--- config.mk ---
export PLATFORM = sky130hd
export DESIGN_NAME = diamond_collector
export DESIGN_NICKNAME = d
export VERILOG_FILES = /design/src/rtl/diamond_pkg.sv /design/src/rtl/diamond_overlap.sv /design/src/rtl/diamond_collector.sv
export SDC_FILE = /design/constraint.sdc
export NUM_CORES = 1
export LEC_CHECK = 0
export ABC_AREA = 0
export CORE_MARGIN = 4
export CORE_UTILIZATION = 49
export CTS_CLUSTER_SIZE = 12
export DETAILED_ROUTE_END_ITERATION = 12
export PLACE_DENSITY = 0.76
export SLEW_MARGIN = 15
export SYNTH_ARGS = -nofsm -noshare
export SYNTH_HDL_FRONTEND = slang
export SYNTH_SLANG_ARGS = --single-unit
--- constraint.sdc ---
create_clock -name Clk -period 3.5 [get_ports Clk]
set_input_delay 0.7 -clock Clk [delete_from_list [all_inputs] [get_ports Clk]]
set_output_delay 0.7 -clock Clk [all_outputs]
set_load 0.005 [all_outputs]
--- src/rtl/diamond_pkg.sv ---
// Shared constants for the diamond collector: box size, the six diamond
// positions, the scan FSM state type and an index-to-position lookup.
package diamond_pkg;

  localparam int DIAM_SIZE = 20;
  localparam int NUM_BLUE  = 3;
  localparam int LAST_IDX  = 5;

  // Blue diamonds are collected by the watergirl.
  localparam logic [9:0] BLUE0_X = 10'd460;
  localparam logic [9:0] BLUE0_Y = 10'd408;
  localparam logic [9:0] BLUE1_X = 10'd366;
  localparam logic [9:0] BLUE1_Y = 10'd238;
  localparam logic [9:0] BLUE2_X = 10'd38;
  localparam logic [9:0] BLUE2_Y = 10'd90;

  // Red diamonds are collected by the fireboy.
  localparam logic [9:0] RED0_X = 10'd330;
  localparam logic [9:0] RED0_Y = 10'd408;
  localparam logic [9:0] RED1_X = 10'd300;
  localparam logic [9:0] RED1_Y = 10'd220;
  localparam logic [9:0] RED2_X = 10'd190;
  localparam logic [9:0] RED2_Y = 10'd42;

  typedef enum logic [1:0] {
    ST_IDLE = 2'd0,
    ST_SCAN = 2'd1,
    ST_DONE = 2'd2
  } state_t;

  // Scan index 0..2 are blue diamonds, 3..5 are red diamonds.
  function automatic logic [9:0] diam_x(input logic [2:0] idx);
    case (idx)
      3'd0:    return BLUE0_X;
      3'd1:    return BLUE1_X;
      3'd2:    return BLUE2_X;
      3'd3:    return RED0_X;
      3'd4:    return RED1_X;
      3'd5:    return RED2_X;
      default: return '0;
    endcase
  endfunction

  function automatic logic [9:0] diam_y(input logic [2:0] idx);
    case (idx)
      3'd0:    return BLUE0_Y;
      3'd1:    return BLUE1_Y;
      3'd2:    return BLUE2_Y;
      3'd3:    return RED0_Y;
      3'd4:    return RED1_Y;
      3'd5:    return RED2_Y;
      default: return '0;
    endcase
  endfunction

endpackage

--- src/rtl/diamond_overlap.sv ---
// Combinational strict rectangle intersection test. Sums are taken at
// 11 bits so positions near the 10-bit limit never wrap; rectangles that
// only share an edge do not count as overlapping.
module diamond_overlap (
  input  logic [9:0] a_x,
  input  logic [9:0] a_y,
  input  logic [9:0] a_w,
  input  logic [9:0] a_h,
  input  logic [9:0] b_x,
  input  logic [9:0] b_y,
  input  logic [9:0] b_w,
  input  logic [9:0] b_h,
  output logic       hit
);

  logic [10:0] ax, ay, aw, ah, bx, by, bw, bh;

  assign ax = {1'b0, a_x};
  assign ay = {1'b0, a_y};
  assign aw = {1'b0, a_w};
  assign ah = {1'b0, a_h};
  assign bx = {1'b0, b_x};
  assign by = {1'b0, b_y};
  assign bw = {1'b0, b_w};
  assign bh = {1'b0, b_h};

  assign hit = (ax < bx + bw) && (ax + aw > bx) &&
               (ay < by + bh) && (ay + ah > by);

endmodule

--- src/rtl/diamond_collector.sv ---
// Diamond collection tracker. Each rising edge of frame_clk starts a scan
// that checks one diamond per cycle against a snapshot of the character
// positions, records newly collected diamonds and pulses collect_pulse once
// at the end of a scan that found anything new.
module diamond_collector #(
  parameter int CHAR_W = 24,
  parameter int CHAR_H = 32
) (
  input  logic       Clk,
  input  logic       Reset,
  input  logic       frame_clk,
  input  logic       level_restart,
  input  logic [9:0] fire_x,
  input  logic [9:0] fire_y,
  input  logic [9:0] water_x,
  input  logic [9:0] water_y,
  output logic       is_diamond_eat1,
  output logic       is_diamond_eat2,
  output logic       is_diamond_eat3,
  output logic       is_diamond_eat1_red,
  output logic       is_diamond_eat1_red1,
  output logic       is_diamond_eat1_red2,
  output logic [1:0] blue_count,
  output logic [1:0] red_count,
  output logic       all_collected,
  output logic       collect_pulse,
  output logic       scan_busy
);

  import diamond_pkg::*;

  state_t      state, state_d;
  logic        frame_q;
  logic        tick;
  logic [2:0]  idx, idx_d;
  logic [5:0]  flags, flags_d;
  logic [1:0]  blue_cnt, blue_d;
  logic [1:0]  red_cnt, red_d;
  logic        new_hit, new_hit_d;
  logic        all_q, all_d;
  logic        snap_en;
  logic [9:0]  snap_fire_x, snap_fire_y, snap_water_x, snap_water_y;
  logic        is_blue;
  logic [9:0]  char_x, char_y;
  logic        hit;

  assign tick = frame_clk & ~frame_q;

  // Blue slots are tested against the watergirl, red slots against the fireboy.
  assign is_blue = (idx < 3'(NUM_BLUE));
  assign char_x  = is_blue ? snap_water_x : snap_fire_x;
  assign char_y  = is_blue ? snap_water_y : snap_fire_y;

  diamond_overlap u_overlap (
    .a_x (char_x),
    .a_y (char_y),
    .a_w (10'(CHAR_W)),
    .a_h (10'(CHAR_H)),
    .b_x (diam_x(idx)),
    .b_y (diam_y(idx)),
    .b_w (10'(DIAM_SIZE)),
    .b_h (10'(DIAM_SIZE)),
    .hit (hit)
  );

  // Next-state and datapath update for the IDLE/SCAN/DONE scan sequence.
  always_comb begin
    // NOTE: every signal is given a default first so no path can infer a latch.
    state_d       = state;
    idx_d         = idx;
    flags_d       = flags;
    blue_d        = blue_cnt;
    red_d         = red_cnt;
    new_hit_d     = new_hit;
    all_d         = all_q;
    snap_en       = 1'b0;
    collect_pulse = 1'b0;

    if (level_restart) begin
      // Restart wins over any scan activity and any coincident tick.
      state_d   = ST_IDLE;
      idx_d     = '0;
      flags_d   = '0;
      blue_d    = '0;
      red_d     = '0;
      new_hit_d = 1'b0;
      all_d     = 1'b0;
    end else begin
      case (state)
        ST_IDLE: begin
          if (tick) begin
            snap_en = 1'b1;
            idx_d   = '0;
            state_d = ST_SCAN;
          end
        end
        ST_SCAN: begin
          // An already collected diamond is neither re-flagged nor recounted.
          if (hit && !flags[idx]) begin
            flags_d[idx] = 1'b1;
            new_hit_d    = 1'b1;
            if (is_blue) blue_d = blue_cnt + 2'd1;
            else         red_d  = red_cnt + 2'd1;
          end
          if (idx == 3'(LAST_IDX)) begin
            idx_d   = '0;
            state_d = ST_DONE;
          end else begin
            idx_d = idx + 3'd1;
          end
        end
        ST_DONE: begin
          collect_pulse = new_hit;
          new_hit_d     = 1'b0;
          all_d         = &flags;
          state_d       = ST_IDLE;
        end
        default: state_d = ST_IDLE;
      endcase
    end
  end

  // State and datapath registers with synchronous active-high reset.
  always_ff @(posedge Clk) begin
    // NOTE: non-blocking assignments so every register samples pre-edge values.
    if (Reset) begin
      state        <= ST_IDLE;
      frame_q      <= 1'b0;
      idx          <= '0;
      flags        <= '0;
      blue_cnt     <= '0;
      red_cnt      <= '0;
      new_hit      <= 1'b0;
      all_q        <= 1'b0;
      // NOTE: snapshots are reset as well although each scan reloads them,
      // so the whole block has a defined state straight after Reset.
      snap_fire_x  <= '0;
      snap_fire_y  <= '0;
      snap_water_x <= '0;
      snap_water_y <= '0;
    end else begin
      state    <= state_d;
      frame_q  <= frame_clk;
      idx      <= idx_d;
      flags    <= flags_d;
      blue_cnt <= blue_d;
      red_cnt  <= red_d;
      new_hit  <= new_hit_d;
      all_q    <= all_d;
      if (snap_en) begin
        snap_fire_x  <= fire_x;
        snap_fire_y  <= fire_y;
        snap_water_x <= water_x;
        snap_water_y <= water_y;
      end
    end
  end

  assign is_diamond_eat1      = flags[0];
  assign is_diamond_eat2      = flags[1];
  assign is_diamond_eat3      = flags[2];
  assign is_diamond_eat1_red  = flags[3];
  assign is_diamond_eat1_red1 = flags[4];
  assign is_diamond_eat1_red2 = flags[5];
  assign blue_count           = blue_cnt;
  assign red_count            = red_cnt;
  assign all_collected        = all_q;
  assign scan_busy            = (state != ST_IDLE);

endmodule

==> flow_metrics.py <==
metrics = {
    "sta": {
        "slew_viol_final": 0,
        "rsz0062_at_grt": "no",
        "timing.slew.headroom": 0.517,
        "clock.fmax_ghz": 0.299,
        "hold_violations": 0,
        "setup_viol": 0,
        "fin_crit_ps": 3340,
        "clock-skew-final_ps": 8.75,
        "timing.setup.tns_ps": 0,
        "whs_ps": 454,
        "tightest_slew_ps": 722,
        "fin_crit_sh": 0.955,
    },
    "setup_path": {
        "r2r_cells": 11,
        "crit_path_start_kind": "flip-flop",
        "path_class": "reg -> reg",
        "arrival_ps": 3570,
        "endpoint": "flags[3]",
        "critPathBufInv": 1,
        "ff2ff_setup_slack_ps": 160,
        "path_common_cell": "ha_1",
        "worstSetupStartpoint": "idx[1]",
        "path_depth": 11,
        "crit_family": "compound AO/OA/AOI/OAI gates",
        "worstPathRequired_ps": 3730,
        "cpPeakStageDelay_ps": 420,
        "end_kind": "flip-flop",
        "path_cells": "a21oi_4 -> mux2_2 -> ha_1 -> xor2_1 -> ha_1 -> nand4b_1 -> o32a_4 -> a221oi_4 -> nor4_4 -> buf_4 -> a32o_1",
        "slowest_stage": "a221oi_4",
        "crit_path_max_fanout": 10,
        "r2r_start": "idx[1]",
        "r2r-end": "flags[3]",
    },
    "pwr": {
        "power_frac_seq": 0.457,
        "finalPower_w": 0.00153,
        "ir_worst_vdd_mv": 0.228,
        "p_clk_frac": 0.415,
        "internal_power_w": 0.00116,
        "power.share.switching": 0.241,
        "p_leak_nw": 1.92,
        "p_sw_w": 0.000370,
        "share_comb_of_total_power": 0.128,
        "power_density_nw_per_um2": 332,
    },
    "grt": {
        "grt_pass1_vias": 3157,
        "grt_util_all_layers": 0.212,
        "grt_pass1_wl_microns": 15100,
        "antenna_found_initial": 0,
        "grt_max_degree": 42,
        "overflow": 0,
    },
    "hold_path": {
        "hold_class": "reg -> reg",
        "hold_start": "snap_fire_y[0]",
    },
    "route": {
        "drc": 0,
        "antenna_left": 0,
        "via_count": 3416,
        "drt_iter0_drc": 130,
        "vias_per_cell": 5.56,
        "wl_microns": 9270,
        "drtPass1Iterations": 7,
        "post_drt_wl_per_cell_microns": 15.1,
    },
    "cells_and_area": {
        "area_growth_pct": 23.0,
        "final_cells": 614,
        "seq_area_sq_um": 1160,
        "drive_gt1_frac": 0.120,
        "final_common_cell": "nand2_1",
        "finalNetCount": 588,
        "final_cell_mix": "nand2_1 (105), dfxtp_1 (56), clkdlybuf4s50_1 (56)",
        "utilization": 0.627,
        "fillCellCount": 658,
        "multiInputGateArea_sq_um": 2440,
        "n_antenna_cell": 0,
    },
    "synthesis": {
        "yosysWarnings": 0,
        "synth_top_area_cell": "dfxtp_1",
        "synth_flop_cell": "dfxtp_1",
        "ys_types": 63,
        "ys_ff_latch": 58,
        "async_flop_share": 0,
        "synth.avg_cell_area_sq_um": 8.15,
        "syn_inst": 461,
        "syn_area_sq_um": 3760,
        "synth_top_area_share": 0.309,
        "seq_area_frac_synth": 0.309,
        "synth_edf_count": 0,
        "synthTopCellsByArea": "dfxtp_1 (31%), ha_1 (11%), nand2_1 (10%)",
        "syn_nets": 538,
    },
    "clocking": {
        "tritoncts": "done",
        "cts_buffers": 9,
        "cts_root_buf": "clkbuf_8",
        "path_clk_slew_ps": 60,
        "cts_buffer_depth": 2,
        "cts_num_sinks": 58,
        "cts.htree.levels": 3,
        "clk_latency_ps": 340,
    },
    "run": {
        "maxCapViolCount": 0,
    },
    "die": {
        "die_x_microns": 95.6,
        "num_rows": 31,
        "ios": 57,
        "dieArea_sq_um": 9130,
        "start_util": 0.510,
        "die_h_microns": 95.6,
        "core_area_sq_um": 7370,
    },
    "place": {
        "place.gp.congestion": 0.902,
        "port_buffers": 56,
        "dp_hpwl_microns": 6920,
        "placed_cells": 598,
    },
    "run_status": {
        "status": "complete, no violations",
    },
}
flip-flops by register name (all words and copies together), names as in the netlist, 2 cells and up:
signal	flops
blue_count	2
snap_fire_y	10
state	2
snap_fire_x	10
snap_water_y	10
snap_water_x	10
flags	6
idx	3
red_count	2
worst min-delay path by stage:
stage,slack [ps],cells after the start,end
6_report,450,2,snap_fire_y[0]
4_1_cts,450,2,snap_fire_y[0]
3_3_place_gp,440,2,snap_water_x[2]
2_1_floorplan,430,2,snap_water_x[2]
3_5_place_dp,440,2,snap_fire_y[2]
5_1_grt,470,2,snap_fire_x[2]
metal layers:
layer  wire [microns]  global-route usage  share of wire  vias to the layer above
met5                0                   0              0                        -
met4              155              0.0652          0.017                        0
met3              385              0.0481          0.042                       16
met1             4240               0.276           0.46                     1600
met2             4490               0.347           0.48                       79
li1                 -                   -              -                     1721
what timing repair did:
action                                  in CTS  in global routing
setup buffers                                0                  1
hold endpoints to repair                     0                  0
resized for setup                            0                  4
endpoints found under the setup margin       0                 11
hold buffers                                 0                  0
synthesized netlist by cell type (3+ instances only):
cell      number
inv_1         14
nor2b_1        4
or3_1          6
a21o_1         5
nor4_1         5
nand3_1        5
o21a_1         5
and3_1         3
mux2i_1       14
a21oi_1       52
nor3_1         9
a22o_1         5
nand4b_1       3
mux2_2        13
o211ai_1       4
clkbuf_1      21
dfxtp_1       58
or2_2          4
ha_1          33
nand2b_1       8
o21ai_0        7
xor2_1         4
nand2_1      105
nand4_1        5
xnor2_1        7
nor2_1        18
metrics by stage:
step / cell area, sq um / setup slack [ps]
CTS: 4600 / 138
global route: 4620 / 23.6
floorplan: 3770 / 30.2
finish: 4620 / 156
global placement: 4400 / 272
detailed placement: 4400 / 140
worst min-delay path, stage by stage (launching register included):
cell and delay (ps):
dfxtp_1 310, nand2_1 50, a21oi_1 50
power groups by stage:
stage	logic, W	registers [W]	clock network [W]
finish	0.000196	0.000700	0.000637
global placement	0.000187	0.000713	0
CTS	0.000195	0.000700	0.000646
floorplan	0.000117	0.000707	0
detailed placement	0.000192	0.000714	0
global route	0.000217	0.000702	0.000673
kinds of logic (layout without fill, tap and decap cells):
| kind of cell | count (synthesis) | in the layout | synth area share |
|---|---|---|---|
| buf+inv | 43 | 97 | 0.0489 |
| simple gates | 183 | 183 | 0.227 |
| flops | 58 | 58 | 0.309 |
| mux | 29 | 29 | 0.0842 |
| fa+ha+maj | 33 | 33 | 0.110 |
| xor+xnor | 11 | 11 | 0.0256 |
| compound gates | 103 | 103 | 0.194 |
| other cells | 1 | 1 | 0.000998 |
cell type report:
cell class	count	share of cell area
clock inverter	2	0.00758
sequential	58	0.252
inverter	16	0.0130
tap	99	0.0268
multi-input combinational	360	0.527
timing repair buffer	66	0.137
clock buffer	13	0.0365
Power figures use the tool's default switching activity.
==> RTL edit 1 (same settings) <==
The 3 states of `state_t` get a one-hot encoding in 3 bits.
--- a/src/rtl/diamond_pkg.sv
+++ b/src/rtl/diamond_pkg.sv
@@ -23,8 +23,8 @@
   localparam logic [9:0] RED2_Y = 10'd42;
 
-  typedef enum logic [1:0] {
-    ST_IDLE = 2'd0,
-    ST_SCAN = 2'd1,
-    ST_DONE = 2'd2
+  typedef enum logic [2:0] {
+    ST_IDLE = 3'b001,
+    ST_SCAN = 3'b010,
+    ST_DONE = 3'b100
   } state_t;
 
Formal check against the unedited RTL: same outputs for any inputs over 10 cycles, from zero or initial values and one cycle with Reset high; not proved beyond that.
==> RTL edit 1 against the unedited design <==
Wire length up 2.5%. Worst setup slack worse by 0.062 ns. Count of clock-buffer cells in the layout down 2. Synthesized area down 0.30%. Sequential cell count up 1. Total power down 4.0%. First-iteration DRC count up 27%. Critical path type unchanged. Largest power group unchanged. Cell area up 1.9%.
==> RTL edit 1: results (changes against the unedited design) <==
H-Tree Depth=3 (unchanged); Root Buffer=clkbuf_8; number of port buffers=56 (unchanged); CTS Buffer Depth=2 (unchanged); total CTS buffers=9 (unchanged); antenna cells=0 (unchanged); clk_lat worst skew=0.34 ns (about the same); DP Cell Count=649 (+8.5%); post-DP HPWL=7.36 mm (+6.3%); Distinct cells, synth=54 (-14%); Top Family by Delay on Critical Path=simple AND/OR/NAND/NOR gates; syn_nets=583 (+8.4%); slowest library cell on the worst path=or4_4; routed vias=3652 (+6.9%); largest net degree at the start of global routing=42 (unchanged); vias in the first global route=3412 (+8.1%); top post-synthesis cells by area=dfxtp_1, nand2_1, ha_1, a21oi_1, mux2i_1; clk_skew=0.00683 ns (-0.00192 ns); routability cong.=0.940 (+4.3%); crit-path max cell delay=0.58 ns (+0.16 ns); hold path cells=2 (unchanged); Sw Share=24.1% (-0.045 points); Tot GR Track Use=21.7% (+0.51 points); leak pwr=1.94 nW (+1.0%); worst ir drop on vdd=0.000220 V (-3.5%); Post-synth EDFFs=0 (unchanged); share of layout cells above drive strength 1=10.6% (-1.5 points); non-filler cells, final=666 (+8.5%); ys async rst share=0% (unchanged); drt total wl=9.50 mm (+2.5%); Synth Area in XOR/XNOR=2.57% (+0.0077 points); yosys warns=0 (unchanged); status=finished, final reports clean; clock slew at reported path FFs=0.07 ns; Post-synth top cells=nand2_1, a21oi_1, dfxtp_1, ha_1, clkbuf_1; Max transition margin=52.0% (+0.24 points); main flop type after synthesis=dfxtp_1; global-route wire length before repair=15.6 mm (+3.3%); R2R cell count=16 (+5); adder-cell share of the synthesized area=12.0% (+1.0 points); Fill cells=653 (-0.76%); average cell area after synthesis=7.45 sq um (-8.6%); initial antenna violation count=0 (unchanged); Crit path arrival time=3.68 ns (+0.11 ns); Seq/Total Area, Yosys=31.5% (+0.63 points); First DRT Iteration DRCs=165 (+27%); Hold WC Path Type=reg2reg; NumNets Final=644 (+9.5%); worst-path fanout max=10 (unchanged); DR pass1 iterations=5 (-2); multiplexer area fraction after synthesis=3.41% (-5.0 points); complex-gate fraction of the synthesized area=17.9% (-1.5 points)
-- RTL edit 1: power by group through the flow --
stage	combinational, W	sequential, W	clock (W)
finish	0.000171	0.000707	0.000593
CTS	0.000170	0.000708	0.000601
floorplan	0.0000958	0.000718	0
detailed placement	0.000169	0.000723	0
global route	0.000191	0.000710	0.000637
global placement	0.000165	0.000722	0
-- RTL edit 1: stage by stage --
step / util (%) / setup slack [ns] / total power [W] / instance area [sq um]
after floorplan: - / 0.0739 / 0.000814 / 3750
after global placement: 60.8 / 0.168 / 0.000887 / 4450
after detailed placement: 60.8 / 0.138 / 0.000892 / 4450
after CTS: 63.2 / 0.124 / 0.00148 / 4640
after global routing: 64.3 / -0.0508 / 0.00154 / 4710
final: 64.3 / 0.0945 / 0.00147 / 4710
-- RTL edit 1: area by class of cell --
type                       instances  area (sq um)  area share, %
sequential                        59          1190           25.2
tap                               99           124           2.63
multi-input combinational        397          2420           51.3
clock inverter                     3          40.0          0.849
inverter                          19          71.3           1.51
timing repair buffer              78           729           15.5
clock buffer                      11           141           3.00
-- RTL edit 1: path summary, 6_finish.rpt --
check	from	end	slack, ns
min	snap_water_y[2]	snap_water_y[2]	0.46
max	idx[0]	red_count[1]	0.09
min reg2reg	snap_water_y[2]	snap_water_y[2]	0.46
max reg2reg	idx[0]	red_count[1]	0.09
-- RTL edit 1: timing repair --
item	in CTS	in global routing
gates resized for setup	0	18
endpoints found under the setup margin	0	11
hold buffers	0	0
buffers inserted	0	3
-- RTL edit 1: routing by layer --
metal,GRT usage (%),up-vias,wire length [um]
met5,0,-,0
met4,7.23,0,219
met3,3.71,25,624
met2,36.1,127,4370
met1,28.4,1652,4290
li1,-,1848,-
==> RTL edit 2 (same flow settings) <==
Without the edit above. `CHAR_W`: 24 -> 12.
--- a/src/rtl/diamond_collector.sv
+++ b/src/rtl/diamond_collector.sv
@@ -4,5 +4,5 @@
 // at the end of a scan that found anything new.
 module diamond_collector #(
-  parameter int CHAR_W = 24,
+  parameter int CHAR_W = 12,
   parameter int CHAR_H = 32
 ) (
Check against the original RTL: not equivalent (Yosys sat finds a counterexample within 4 cycles, from zero or initial values and one cycle with Reset high).
==> RTL edit 2 against the unedited design <==
Worst setup slack gained 0.10 ns. Total power down 3.5%. Sequential cell count stayed put. Wire length is 3.5% lower. First-iteration DRC count grew 58%. Sequential power about the same. Global-route usage down 0.16 points. Synthesized area fell by 2.3%. Cell area decreased by 0.54%.
==> RTL edit 2: results (changes against the unedited design) <==
clk_lat worst skew=0.34 ns (about the same); antenna cells=0 (unchanged); Hold WC Path Type=reg2reg; ys async rst share=0% (unchanged); routability cong.=0.944 (+4.7%); Crit path arrival time=3.46 ns (-0.11 ns); vias in the first global route=3167 (+0.32%); Tot GR Track Use=21.0% (-0.16 points); Distinct cells, synth=55 (-13%); clk_skew=0.00916 ns (+0.000414 ns); leak pwr=2.01 nW (+5.0%); yosys warns=0 (unchanged); initial antenna violation count=0 (unchanged); Post-synth top cells=nand2_1, dfxtp_1, a21oi_1, ha_1, nor2_1; Cells after Synth=487 (+5.6%); top post-synthesis cells by area=dfxtp_1, nand2_1, ha_1, a21oi_1, mux2i_1; CTS Buffer Depth=2 (unchanged); worst-path fanout max=16 (+6); placed instance area=4400 sq um (unchanged); number of port buffers=56 (unchanged); Pint=0.00110 W (-5.3%); share of layout cells above drive strength 1=10.5% (-1.5 points); clock slew at reported path FFs=0.07 ns; NumNets Final=626 (+6.5%); clock-net power=0.000593 W (-6.9%); pre-CTS WS=0.00302 ns (-0.137 ns); First DRT Iteration DRCs=205 (+58%); area of the die=8940 sq um (-2.1%); worst ir drop on vdd=0.000204 V (-10%); Top Family by Delay on Critical Path=compound AO/OA/AOI/OAI gates; Root Buffer=clkbuf_8; post-DP HPWL=7.02 mm (+1.4%); antenna-violating nets left=0 (unchanged); global-route wire length before repair=14.8 mm (-2.0%); drt wl/cell=13.8 um (-8.8%); slowest library cell on the worst path=dfxtp_2; Seq/Total Area, Yosys=31.6% (+0.74 points); Seq group=0.000698 W (about the same); crit-path max cell delay=0.36 ns (-0.06 ns); routed vias=3476 (+1.8%); H-Tree Depth=3 (unchanged); syn_nets=567 (+5.4%); largest net degree at the start of global routing=41 (-2.4%); status=finished, final reports clean; total CTS buffers=9 (unchanged); non-filler cells, final=650 (+5.9%); Sw Share=25.5% (+1.4 points); DR pass1 iterations=5 (-2); Max Cap Violations=0 (unchanged)
## RTL edit 2: cell types whose count changed in the layout (fill, tap and decap cells not counted), moves of 6 or more
cell / unedited run / this run
nand2_1: 105 / 137
buf_4: 10 / 21
nor2_1: 18 / 29
mux2_2: 13 / 4
inv_1: 14 / 20
## RTL edit 2: metal layers
layer / part of all wire [%] / track usage, % / vias up
met5: 0 / 0 / -
met4: 0.88 / 6.73 / 0
met3: 6.7 / 3.98 / 8
met2: 46 / 33.0 / 99
met1: 46 / 29.1 / 1593
li1: - / - / 1776
## RTL edit 2: logic make-up (layout without fill, tap and decap cells)
logic type	count (synthesis)	after routing	synth area share [%]
other cells	1	1	0.102
simple gates	218	218	25.9
mux	16	16	4.84
buf+inv	50	114	5.83
xor+xnor	12	12	2.86
fa+ha+maj	36	36	12.3
flops	58	58	31.6
compound gates	96	96	16.5
## RTL edit 2: final cells by class
| cell class | count | area, sq um |
|---|---|---|
| fillers | 645 | 2660 |
| clock buffers | 10 | 128 |
| inverters | 20 | 75.1 |
| flip-flops and latches | 58 | 1160 |
| multi-input cells | 379 | 2310 |
| well taps | 99 | 124 |
| repair buffers | 78 | 738 |
| clock inverters | 6 | 57.6 |
## RTL edit 2: worst paths after layout
| check | from | end | slack [ns] | depth (start not counted) |
|---|---|---|---|---|
| worst max-delay path | idx[2] | flags[2] | 0.26 | 17 |
| worst min-delay path | snap_fire_y[0] | snap_fire_y[0] | 0.45 | 2 |
| worst max register to register | idx[2] | flags[2] | 0.26 | 17 |
| worst min register to register | snap_fire_y[0] | snap_fire_y[0] | 0.45 | 2 |
## RTL edit 2: what timing repair did
item | CTS | global route
buffers inserted | 0 | 0
resized for setup | 1 | 5
setup endpoints to repair | 2 | 11
cloned | 0 | 0
